===== src/rtl/cpu_defs_pkg.sv =====
// Shared execute-stage definitions: divider state encoding, latency and
// divide-by-zero quotient pattern.
package cpu_defs_pkg;
  localparam int WIDTH   = 32;
  localparam int CNT_W   = 5;
  localparam int DIV_LAT = 34;
  localparam logic [WIDTH-1:0] DBZ_Q = 32'hFFFF_FFFF;

  typedef enum logic [1:0] {
    S_IDLE = 2'd0,
    S_RUN  = 2'd1,
    S_FIX  = 2'd2,
    S_DONE = 2'd3
  } state_t;
endpackage


===== src/rtl/div32_seq_if.sv =====
// Divider request/response bundle between execute-stage control and div32_seq.
interface div32_seq_if;
  import cpu_defs_pkg::*;
  logic             start;
  logic             sign;
  logic [WIDTH-1:0] a;
  logic [WIDTH-1:0] b;
  logic [WIDTH-1:0] q;
  logic [WIDTH-1:0] r;
  logic             busy;
  logic             ready;
  logic             dbz;

  modport master (output start, sign, a, b, input q, r, busy, ready, dbz);
  modport slave  (input start, sign, a, b, output q, r, busy, ready, dbz);
endinterface


===== src/rtl/addsub32.sv =====
// 32-bit adder/subtractor: s = a + b (sub=0) or a - b (sub=1), with carry out.
module addsub32 (
  input  logic [31:0] a,
  input  logic [31:0] b,
  input  logic        sub,
  output logic [31:0] s,
  output logic        cout
);
  assign {cout, s} = {1'b0, a} + {1'b0, b ^ {32{sub}}} + {32'd0, sub};
endmodule


===== src/rtl/div32_seq.sv =====
// Non-restoring sequential divider, one quotient bit per cycle, signed or
// unsigned; ready pulses 34 cycles after an accepted start.
module div32_seq
  import cpu_defs_pkg::*;
(
  input  logic        clk,
  input  logic        clrn,
  div32_seq_if.slave  bus
);
  state_t             state, state_nx;
  logic [CNT_W-1:0]   cnt;
  logic [WIDTH:0]     pr;
  logic [WIDTH-1:0]   qr, bb, a_hold;
  logic               neg_q, neg_r, dbz_n;
  logic [WIDTH-1:0]   q_o, r_o;
  logic               dbz_o;

  logic [WIDTH:0]     pr_sh, pr_step;
  logic [WIDTH-1:0]   add_a, sum, r_fix;
  logic               add_sub, cout;

  // PR is 33 bits but the adder is 32; bit 32 is rebuilt from the carry
  // since the zero-extended divisor's top bit is just the sub flag.
  assign pr_sh   = {pr[WIDTH-1:0], qr[WIDTH-1]};
  assign add_a   = (state == S_FIX) ? pr[WIDTH-1:0] : pr_sh[WIDTH-1:0];
  assign add_sub = (state == S_FIX) ? 1'b0 : ~pr[WIDTH];
  assign pr_step = {pr_sh[WIDTH] ^ add_sub ^ cout, sum};
  assign r_fix   = pr[WIDTH] ? sum : pr[WIDTH-1:0];

  addsub32 u_addsub (
    .a    (add_a),
    .b    (bb),
    .sub  (add_sub),
    .s    (sum),
    .cout (cout)
  );

  always_comb begin
    state_nx = state;
    case (state)
      S_IDLE: if (bus.start) state_nx = S_RUN;
      S_RUN:  if (cnt == CNT_W'(WIDTH-1)) state_nx = S_FIX;
      S_FIX:  state_nx = S_DONE;
      S_DONE: state_nx = S_IDLE;
      default: state_nx = S_IDLE;
    endcase
  end

  always_ff @(posedge clk or negedge clrn) begin
    if (!clrn) state <= S_IDLE;
    else       state <= state_nx;
  end

  always_ff @(posedge clk or negedge clrn) begin
    if (!clrn) begin
      cnt    <= '0;
      pr     <= '0;
      qr     <= '0;
      bb     <= '0;
      a_hold <= '0;
      neg_q  <= 1'b0;
      neg_r  <= 1'b0;
      dbz_n  <= 1'b0;
      q_o    <= '0;
      r_o    <= '0;
      dbz_o  <= 1'b0;
    end else begin
      case (state)
        S_IDLE: if (bus.start) begin
          // 0x8000_0000 negates to itself, which is the right unsigned magnitude
          qr     <= (bus.sign & bus.a[WIDTH-1]) ? ~bus.a + 32'd1 : bus.a;
          bb     <= (bus.sign & bus.b[WIDTH-1]) ? ~bus.b + 32'd1 : bus.b;
          neg_q  <= bus.sign & (bus.a[WIDTH-1] ^ bus.b[WIDTH-1]);
          neg_r  <= bus.sign & bus.a[WIDTH-1];
          dbz_n  <= (bus.b == '0);
          a_hold <= bus.a;
          pr     <= '0;
          cnt    <= '0;
        end
        S_RUN: begin
          pr  <= pr_step;
          qr  <= {qr[WIDTH-2:0], ~pr_step[WIDTH]};
          cnt <= cnt + CNT_W'(1);
        end
        S_FIX: begin
          if (dbz_n) begin
            q_o   <= DBZ_Q;
            r_o   <= a_hold;
            dbz_o <= 1'b1;
          end else begin
            q_o   <= neg_q ? ~qr + 32'd1 : qr;
            r_o   <= neg_r ? ~r_fix + 32'd1 : r_fix;
            dbz_o <= 1'b0;
          end
        end
        default: ;
      endcase
    end
  end

  assign bus.q     = q_o;
  assign bus.r     = r_o;
  assign bus.dbz   = dbz_o;
  assign bus.busy  = (state == S_RUN) || (state == S_FIX);
  assign bus.ready = (state == S_DONE);
endmodule


===== src/flat_wrapper.sv =====
// flat-port wrapper written by rule: the top's interface ports become plain ports
module div32_seq_flat import cpu_defs_pkg::*;
  (clk, clrn, bus_start, bus_sign, bus_a, bus_b, bus_q, bus_r, bus_busy, bus_ready, bus_dbz);
  div32_seq_if bus_i ();
  input  logic clk;
  input  logic clrn;
  input wire logic [$bits(bus_i.start)-1:0] bus_start;
  input wire logic [$bits(bus_i.sign)-1:0] bus_sign;
  input wire logic [$bits(bus_i.a)-1:0] bus_a;
  input wire logic [$bits(bus_i.b)-1:0] bus_b;
  output wire logic [$bits(bus_i.q)-1:0] bus_q;
  output wire logic [$bits(bus_i.r)-1:0] bus_r;
  output wire logic [$bits(bus_i.busy)-1:0] bus_busy;
  output wire logic [$bits(bus_i.ready)-1:0] bus_ready;
  output wire logic [$bits(bus_i.dbz)-1:0] bus_dbz;
  assign bus_i.start = bus_start;
  assign bus_i.sign = bus_sign;
  assign bus_i.a = bus_a;
  assign bus_i.b = bus_b;
  assign bus_q = bus_i.q;
  assign bus_r = bus_i.r;
  assign bus_busy = bus_i.busy;
  assign bus_ready = bus_i.ready;
  assign bus_dbz = bus_i.dbz;
  div32_seq u_core (.clk(clk), .clrn(clrn), .bus(bus_i));
endmodule

===== config.mk =====
export PLATFORM = sky130hd
export DESIGN_NAME = div32_seq_flat
export DESIGN_NICKNAME = d
export VERILOG_FILES = /design/src/rtl/cpu_defs_pkg.sv /design/src/rtl/div32_seq_if.sv /design/src/rtl/addsub32.sv /design/src/rtl/div32_seq.sv /design/src/flat_wrapper.sv
export SDC_FILE = /design/constraint.sdc
export NUM_CORES = 1
export LEC_CHECK = 0
export CAP_MARGIN = 20
export CORE_ASPECT_RATIO = 1.5
export CORE_MARGIN = 10
export CORE_UTILIZATION = 52
export DETAILED_ROUTE_END_ITERATION = 16
export PLACE_DENSITY = 0.77
export SYNTH_ARGS = -nofsm -noshare
export SYNTH_HDL_FRONTEND = slang
export SYNTH_HIERARCHICAL = 1
export SYNTH_SLANG_ARGS = --single-unit
export TNS_END_PERCENT = 30

===== constraint.sdc =====
create_clock -name clk -period 5.9 [get_ports clk]
set_input_delay 0.885 -clock clk [delete_from_list [all_inputs] [get_ports clk]]
set_output_delay 0.885 -clock clk [all_outputs]
set_load 0.005 [all_outputs]

# After elaboration in Yosys (flattened, before gate mapping)
# Index checks and enable logic that the tools add are counted.
# W data, S select, Z words.
totals:
  reg_bits: 204
  input_bits: 68
  out_inout_bits: 67
  word_cells: 64
classes:
  addsub: 7
  n_eq_ne: 6
  n_mux: 19
  bitwise_logic: 13
  reduce_logical: 7
ops:
  columns: ["op", "n"]
  rows:
  - ["$mux W32", 9]
  - ["$add A32 B1 Y32 const B", 4]
  - ["$not A32 Y32", 4]
  - ["$pmux W33 S2", 1]
  - ["$pmux W32 S2", 1]
  - ["$add A32 B32 Y33", 1]
  - ["$add A33 B1 Y33", 1]
  - ["$mux W33", 1]
  - ["$logic_not A32 Y1", 1]
  - ["$xor A32 B32 Y32", 1]
  - ["$pmux W5 S2", 1]
  - ["$pmux W2 S4", 1]
  - ["$reduce_and A2 Y1", 3]
  - ["$add A5 B1 Y5 const B", 1]
  - ["$eq A5 B5 Y1 const B", 1]
  - ["$mux W5", 1]
  - ["$eq A2 B2 Y1 const B", 2]
  - ["$mux W2", 2]
  - ["$and A1 B1 Y1", 3]
  - ["$xor A1 B1 Y1", 3]
  - ["$eq A2 B1 Y1 const B", 1]
  - ["$logic_not A2 Y1", 1]
  - ["$mux W1", 2]
  - ["$ne A2 B1 Y1 const B", 1]
  - ["other kinds (4)", 5]

# Longest topological paths before layout
depth:
  word_depth: 10
  depth_mapped: 26
  ltp_nobuf: 19

# By module
# Netlist, hierarchy kept.
by_module_without_submodules:
  columns: ["mod", "n_inst", "cells_each", "area_per_inst_um2", "seq_area_each_um2"]
  rows:
  - ["div32_seq", 1, 1246, 11692.5, 5104.9]
  - ["addsub32", 1, 307, 2227.1, 0.0]

# Worst setup path after synthesis
# No wires, ideal clock.
synth_timing:
  path_kind: "flip-flop to flip-flop"
  from: "register u_core.pr[32]"
  to: "register u_core.r_o[31], in the netlist u_core/bus.r[31]"
  setup_ps: 123
  arrival_ps: 5826
  t_required_ps: 5777
  path_slack_ps: -50
  path_stages_with_launch: 25
  period_less_slack_ps: 5950
  cell_sequence: "dfrtp_1 buf_2 buf_6 buf_6 clkbuf_1 buf_2 buf_2 nor2_1 buf_2 clkbuf_1 xor2_1 ha_1 nor2b_1 o31a_1 o31a_1 o32ai_2 o21ai_1 a21oi_1 xnor2_1 or4b_2 o2bb2ai_1 or4_4 nor4b_2 mux2i_1 nand2_1"
synth_between:
  elab_chain_len: 10
synth_rtl:
  columns: ["item", "line", "source"]
  rows:
  - ["from (decl)", "div32_seq.sv:12", "logic [WIDTH:0] pr;"]
  - ["from (signal assigned)", "div32_seq.sv:81", "pr <= pr_step;"]
  - ["$not A1 Y1 (*)", "div32_seq.sv:26", "assign add_sub = (state == S_FIX) ? 1'b0 : ~pr[WIDTH];"]
  - ["$mux W1 (*)", "div32_seq.sv:26", null]
  - ["via u_core.add_sub", "div32_seq.sv:20", "logic add_sub, cout;"]
  - ["$xor A32 B32 Y32", "addsub32.sv:9", "assign {cout, s} = {1'b0, a} + {1'b0, b ^ {32{sub}}} + {32'd0, sub};"]
  - ["$add A32 B32 Y33", "addsub32.sv:9", null]
  - ["$add A33 B1 Y33 (*)", "addsub32.sv:9", null]
  - ["via u_core.sum[24]", "div32_seq.sv:19", "logic [WIDTH-1:0] add_a, sum, r_fix;"]
  - ["$mux W32 (*)", "div32_seq.sv:28", "assign r_fix = pr[WIDTH] ? sum : pr[WIDTH-1:0];"]
  - ["$not A32 Y32 (*)", "div32_seq.sv:92", "r_o <= neg_r ? ~r_fix + 32'd1 : r_fix;"]
  - ["$add A32 B1 Y32 (*)", "div32_seq.sv:92", null]
  - ["$mux W32 (*)", "div32_seq.sv:92", null]
  - ["$mux W32 (*)", "div32_seq.sv:86", "if (dbz_n) begin"]
  - ["to (signal assigned)", "div32_seq.sv:88", "r_o <= a_hold;"]
  - ["to (signal assigned)", "div32_seq.sv:92", null]
  - ["to (decl)", "div32_seq.sv:15", "logic [WIDTH-1:0] q_o, r_o;"]
# Mark *: on every way through the listed nets, which the timed path passes. The rest lies on a longest branch.
# A chain may end at the register's enable or synchronous reset.

# Worst setup path after layout
layout_timing:
  from: "register u_core.state[0]"
  to: "register u_core.r_o[31], in the netlist u_core/bus.r[31]"
layout_between:
  elab_chain_len: 10
  word_cells_on_any_way: 11
layout_rtl:
  columns: ["item", "line", "source"]
  rows:
  - ["from (decl)", "div32_seq.sv:10", "state_t state, state_nx;"]
  - ["from (signal assigned)", "div32_seq.sv:51", "else state <= state_nx;"]
  - ["$eq A2 B2 Y1 (*)", "div32_seq.sv:26", null]
  - ["$mux W1 (*)", "div32_seq.sv:26", null]
  - ["via u_core.add_sub", "div32_seq.sv:20", null]
  - ["$xor A32 B32 Y32", "addsub32.sv:9", null]
  - ["$add A32 B32 Y33", "addsub32.sv:9", null]
  - ["$add A33 B1 Y33 (*)", "addsub32.sv:9", null]
  - ["via u_core.sum[26]", "div32_seq.sv:19", null]
  - ["$mux W32 (*)", "div32_seq.sv:28", null]
  - ["$not A32 Y32 (*)", "div32_seq.sv:92", null]
  - ["$add A32 B1 Y32 (*)", "div32_seq.sv:92", null]
  - ["$mux W32 (*)", "div32_seq.sv:92", null]
  - ["$mux W32 (*)", "div32_seq.sv:86", null]
# Marks and branches as above.

==> metrics.md <==
| Metric | Value |
|---|---|
| Clock insertion delay at the later pin of the skew report | `0.51 ns` |
| Buffers on Ports | `134` |
| Longest Clk Path Bufs | `3` |
| CTS buffer count | `22` |
| Initial Utilization | `a little over half` |
| Cell with the most instances after synthesis | `dfrtp_1` |
| Final Skew | `between 0.008 and 0.009 ns` |
| Post-CTS sizing | `0` |
| DR vias | `about 12000` |
| GRT Util Overall | `21.7%` |
| Critical Path RT | `6.30 ns` |
| Post-synth ARST share | `100%` |
| Period utilisation layout | `93.0%` |
| Pin count of the biggest net entering global routing | `107` |
| Data arrival, critical path | `5.89 ns` |
| First-pass DRT Iterations | `6` |
| Share of cells above drive strength 1 | `roughly a tenth` |
| Hold Path Class | `in -> async` |
| Multi-input gate area | `8380 µm²` |
| Root buf cell | `clkbuf_16` |
| Core Area | `26500 µm²` |
| Register area share after synthesis | `36.7%` |
| Setup crit end kind | `flip-flop` |
| Ranking of synthesized cells by area | `dfrtp_1 (37%), xor2_1 (6.8%), mux2_2 (5.3%)` |
| Synth Area per Inst | `8.96 µm²` |
| Number of synthesized flops with an enable pin | `0` |
| Worst slew margin relative to its limit | `28.6%` |
| Initial antenna violation count | `0` |
| Std-Cell Rows | `73` |
| Final setup viols | `0` |
| Final ANT Viol Nets | `0` |
| Mapped Area | `13900 µm²` |
| DRT Wirelength | `38.3 mm` |
| Setup TNS | `0 ns` |
| CP Max Fanout | `17` |
| Ant. Diodes | `0` |
| CTS tree | `built` |
| Core occupancy in the finished layout | `61.5%` |
| Syn. warnings | `6` |
| Post-synth top area share | `between 30% and 40%` |
| # clock sinks | `204` |
| Synth cell count leaders | `dfrtp_1 (204), nor2_1 (142), a21oi_1 (133), nand2_1 (126), o21ai_0 (117)` |
| I/O pin count | `135` |
| Layout Nets | `1762` |
| Seq cells post-synth | `204` |
| Final instance area | `roughly 16000 µm²` |
| Final hold vios | `0` |
| Mapped Cells | `about 1600` |
| Die W | `between 150 and 200 µm` |
| Max Fclk | `182 MHz` |
| Period minus WS final | `5.49 ns` |
| Vias in the first global route | `~12000` |
| Avg WL per Cell | `19.2 µm` |
| Area Growth Syn to Fin | `17.0%` |
| H-tree levels | `1` |
| RSZ-0062 raised after global routing | `false` |
| Max cap viols | `0` |
| Outcome | `complete, no violations` |
| Gp weighted congestion | `0.929` |
| Die H | `220 µm` |
| Post-detail-place hpwl | `~29 mm` |
| Crit Path Class | `reg -> reg` |
| Routed vias/inst | `5.96` |
| DRC | `0` |
| CTS clk-pin slew, worst paths | `0.07 ns` |
| Global-route wire length before repair | `61.8 mm` |
| Slew Viols, Final | `0` |
| Total die area | `33800 µm²` |
| Initial DRC Count | `757` |
| Synthesized net count | `1666` |
| Crit path launch type | `flip-flop` |
| Filler Cell Count | `2299` |
| Post-synth top flop | `dfrtp_1` |
| Least-Margin Pin Slew | `1.07 ns` |
| Synth cell types | `76` |
| Reg2Reg Depth | `20` |
| Area after DPL | `between 15000 and 20000 µm²` |
| GRT overflow | `0` |
| Synth area leader | `dfrtp_1` |
| Total area of sequential cells | `about 5100 µm²` |
per-stage QoR:
| stage | hold WS (ns) | setup WS (ns) | std cells |
|---|---|---|---|
| finish | 0.443 | 0.410 | 2000 |
| global route | 0.487 | 0.0474 | 2000 |
| CTS | 0.472 | 0.227 | 1992 |
| detailed placement | 0.481 | 0.224 | 1954 |
| global placement | 0.465 | 0.380 | 1954 |
| floorplan | 0.450 | 0.0334 | 1553 |
final timing paths:
path	start	end	slack (ns)
setup / recovery	u_core/state[0]	u_core/bus.r[31]	0.41
hold / removal	clrn	u_core/bus.q[4]	0.44
setup reg to reg	u_core/state[0]	u_core/bus.r[31]	0.41
hold reg to reg	u_core/a_hold[25]	u_core/bus.r[25]	0.49
max in group asynchronous	clrn	u_core/bus.q[9]	4.21
min in group clk	u_core/a_hold[25]	u_core/bus.r[25]	0.49
state kept, by name (all words and copies together), names as in the netlist:
| name | flops |
|---|---|
| u_core/qr | 32 |
| u_core/bus.r | 32 |
| u_core/bus.q | 32 |
| u_core/cnt | 5 |
| u_core/a_hold | 32 |
| u_core/state | 2 |
| u_core/neg_q | 1 |
| u_core/bus.dbz | 1 |
| u_core/bb | 32 |
| u_core/dbz_n | 1 |
| u_core/pr | 33 |
| u_core/neg_r | 1 |
logic make-up after synthesis:
kind of cell,Yosys count,synth area share [%]
AND/OR/NAND/NOR,456,15.8
AO/OA/AOI/OAI,452,20.8
flip-flops,204,36.7
XOR/XNOR,174,10.9
buffers and inverters,117,3.45
multiplexers,105,8.14
adder cells (fa/ha/maj),45,4.10
layer usage:
metal / track usage (%) / wire, µm / up-vias
met5: 0 / 0 / -
met2: 40.4 / 20000 / 324
met3: 2.74 / 1630 / 66
met1: 24.7 / 15400 / 5723
li1: - / - / 5809
met4: 8.36 / 1310 / 0
critical path, cell delays in order (launching register included):
cell,delay (ns)
dfrtp_1,0.42
inv_1,0.14
ha_4,0.30
nor2_4,0.07
buf_12,0.15
buf_4,0.14
xor2_1,0.15
ha_1,0.45
nand3_1,0.17
nor3_1,0.19
o31a_1,0.27
o211ai_1,0.15
a31oi_1,0.44
nor3_1,0.09
a211o_1,0.33
or4b_2,0.70
o2bb2ai_1,0.15
or4_4,0.51
nor4b_2,0.26
mux2i_1,0.22
nand2_1,0.06
what timing repair did:
item                       4_1_cts  5_1_grt
buffers inserted                 0        8
hold buffers                     0        0
setup endpoints to repair        0        3
cell type report:
cell class | instances | area share [%]
Tap cell | 337 | 2.59
Multi-Input combinational cell | 1232 | 51.4
Sequential cell | 204 | 31.3
Clock buffer | 33 | 4.07
Clock inverter | 5 | 0.323
Timing Repair Buffer | 162 | 9.62
Inverter | 27 | 0.622
cell usage in the layout (no fill, tap or decap), types with 6 or more instances in the layout:
cell type        count
a21o_1              17
a21oi_1            133
a22o_1              36
a31oi_1             22
and2_1               7
and3_1              10
buf_4               27
clkbuf_16           23
clkbuf_8             6
clkdlybuf4s50_1    133
dfrtp_1            203
ha_1                43
inv_1               26
mux2_2              66
mux2i_1             39
nand2_1            125
nand2b_1             8
nand3_1             14
nand4_1             11
nor2_1             140
nor2b_1             25
nor3_1              44
nor3b_1             10
nor4_1              16
nor4b_1              6
o211ai_1             9
o21a_1               6
o21ai_0            116
o21ai_1              7
o22ai_1             15
o31ai_1             32
o41ai_1             12
or3_1               12
or4_1                9
xnor2_1             66
xor2_1             108
Power is not shown: default switching activity piles up to over one toggle a cycle in this logic, so the estimate is an artifact.
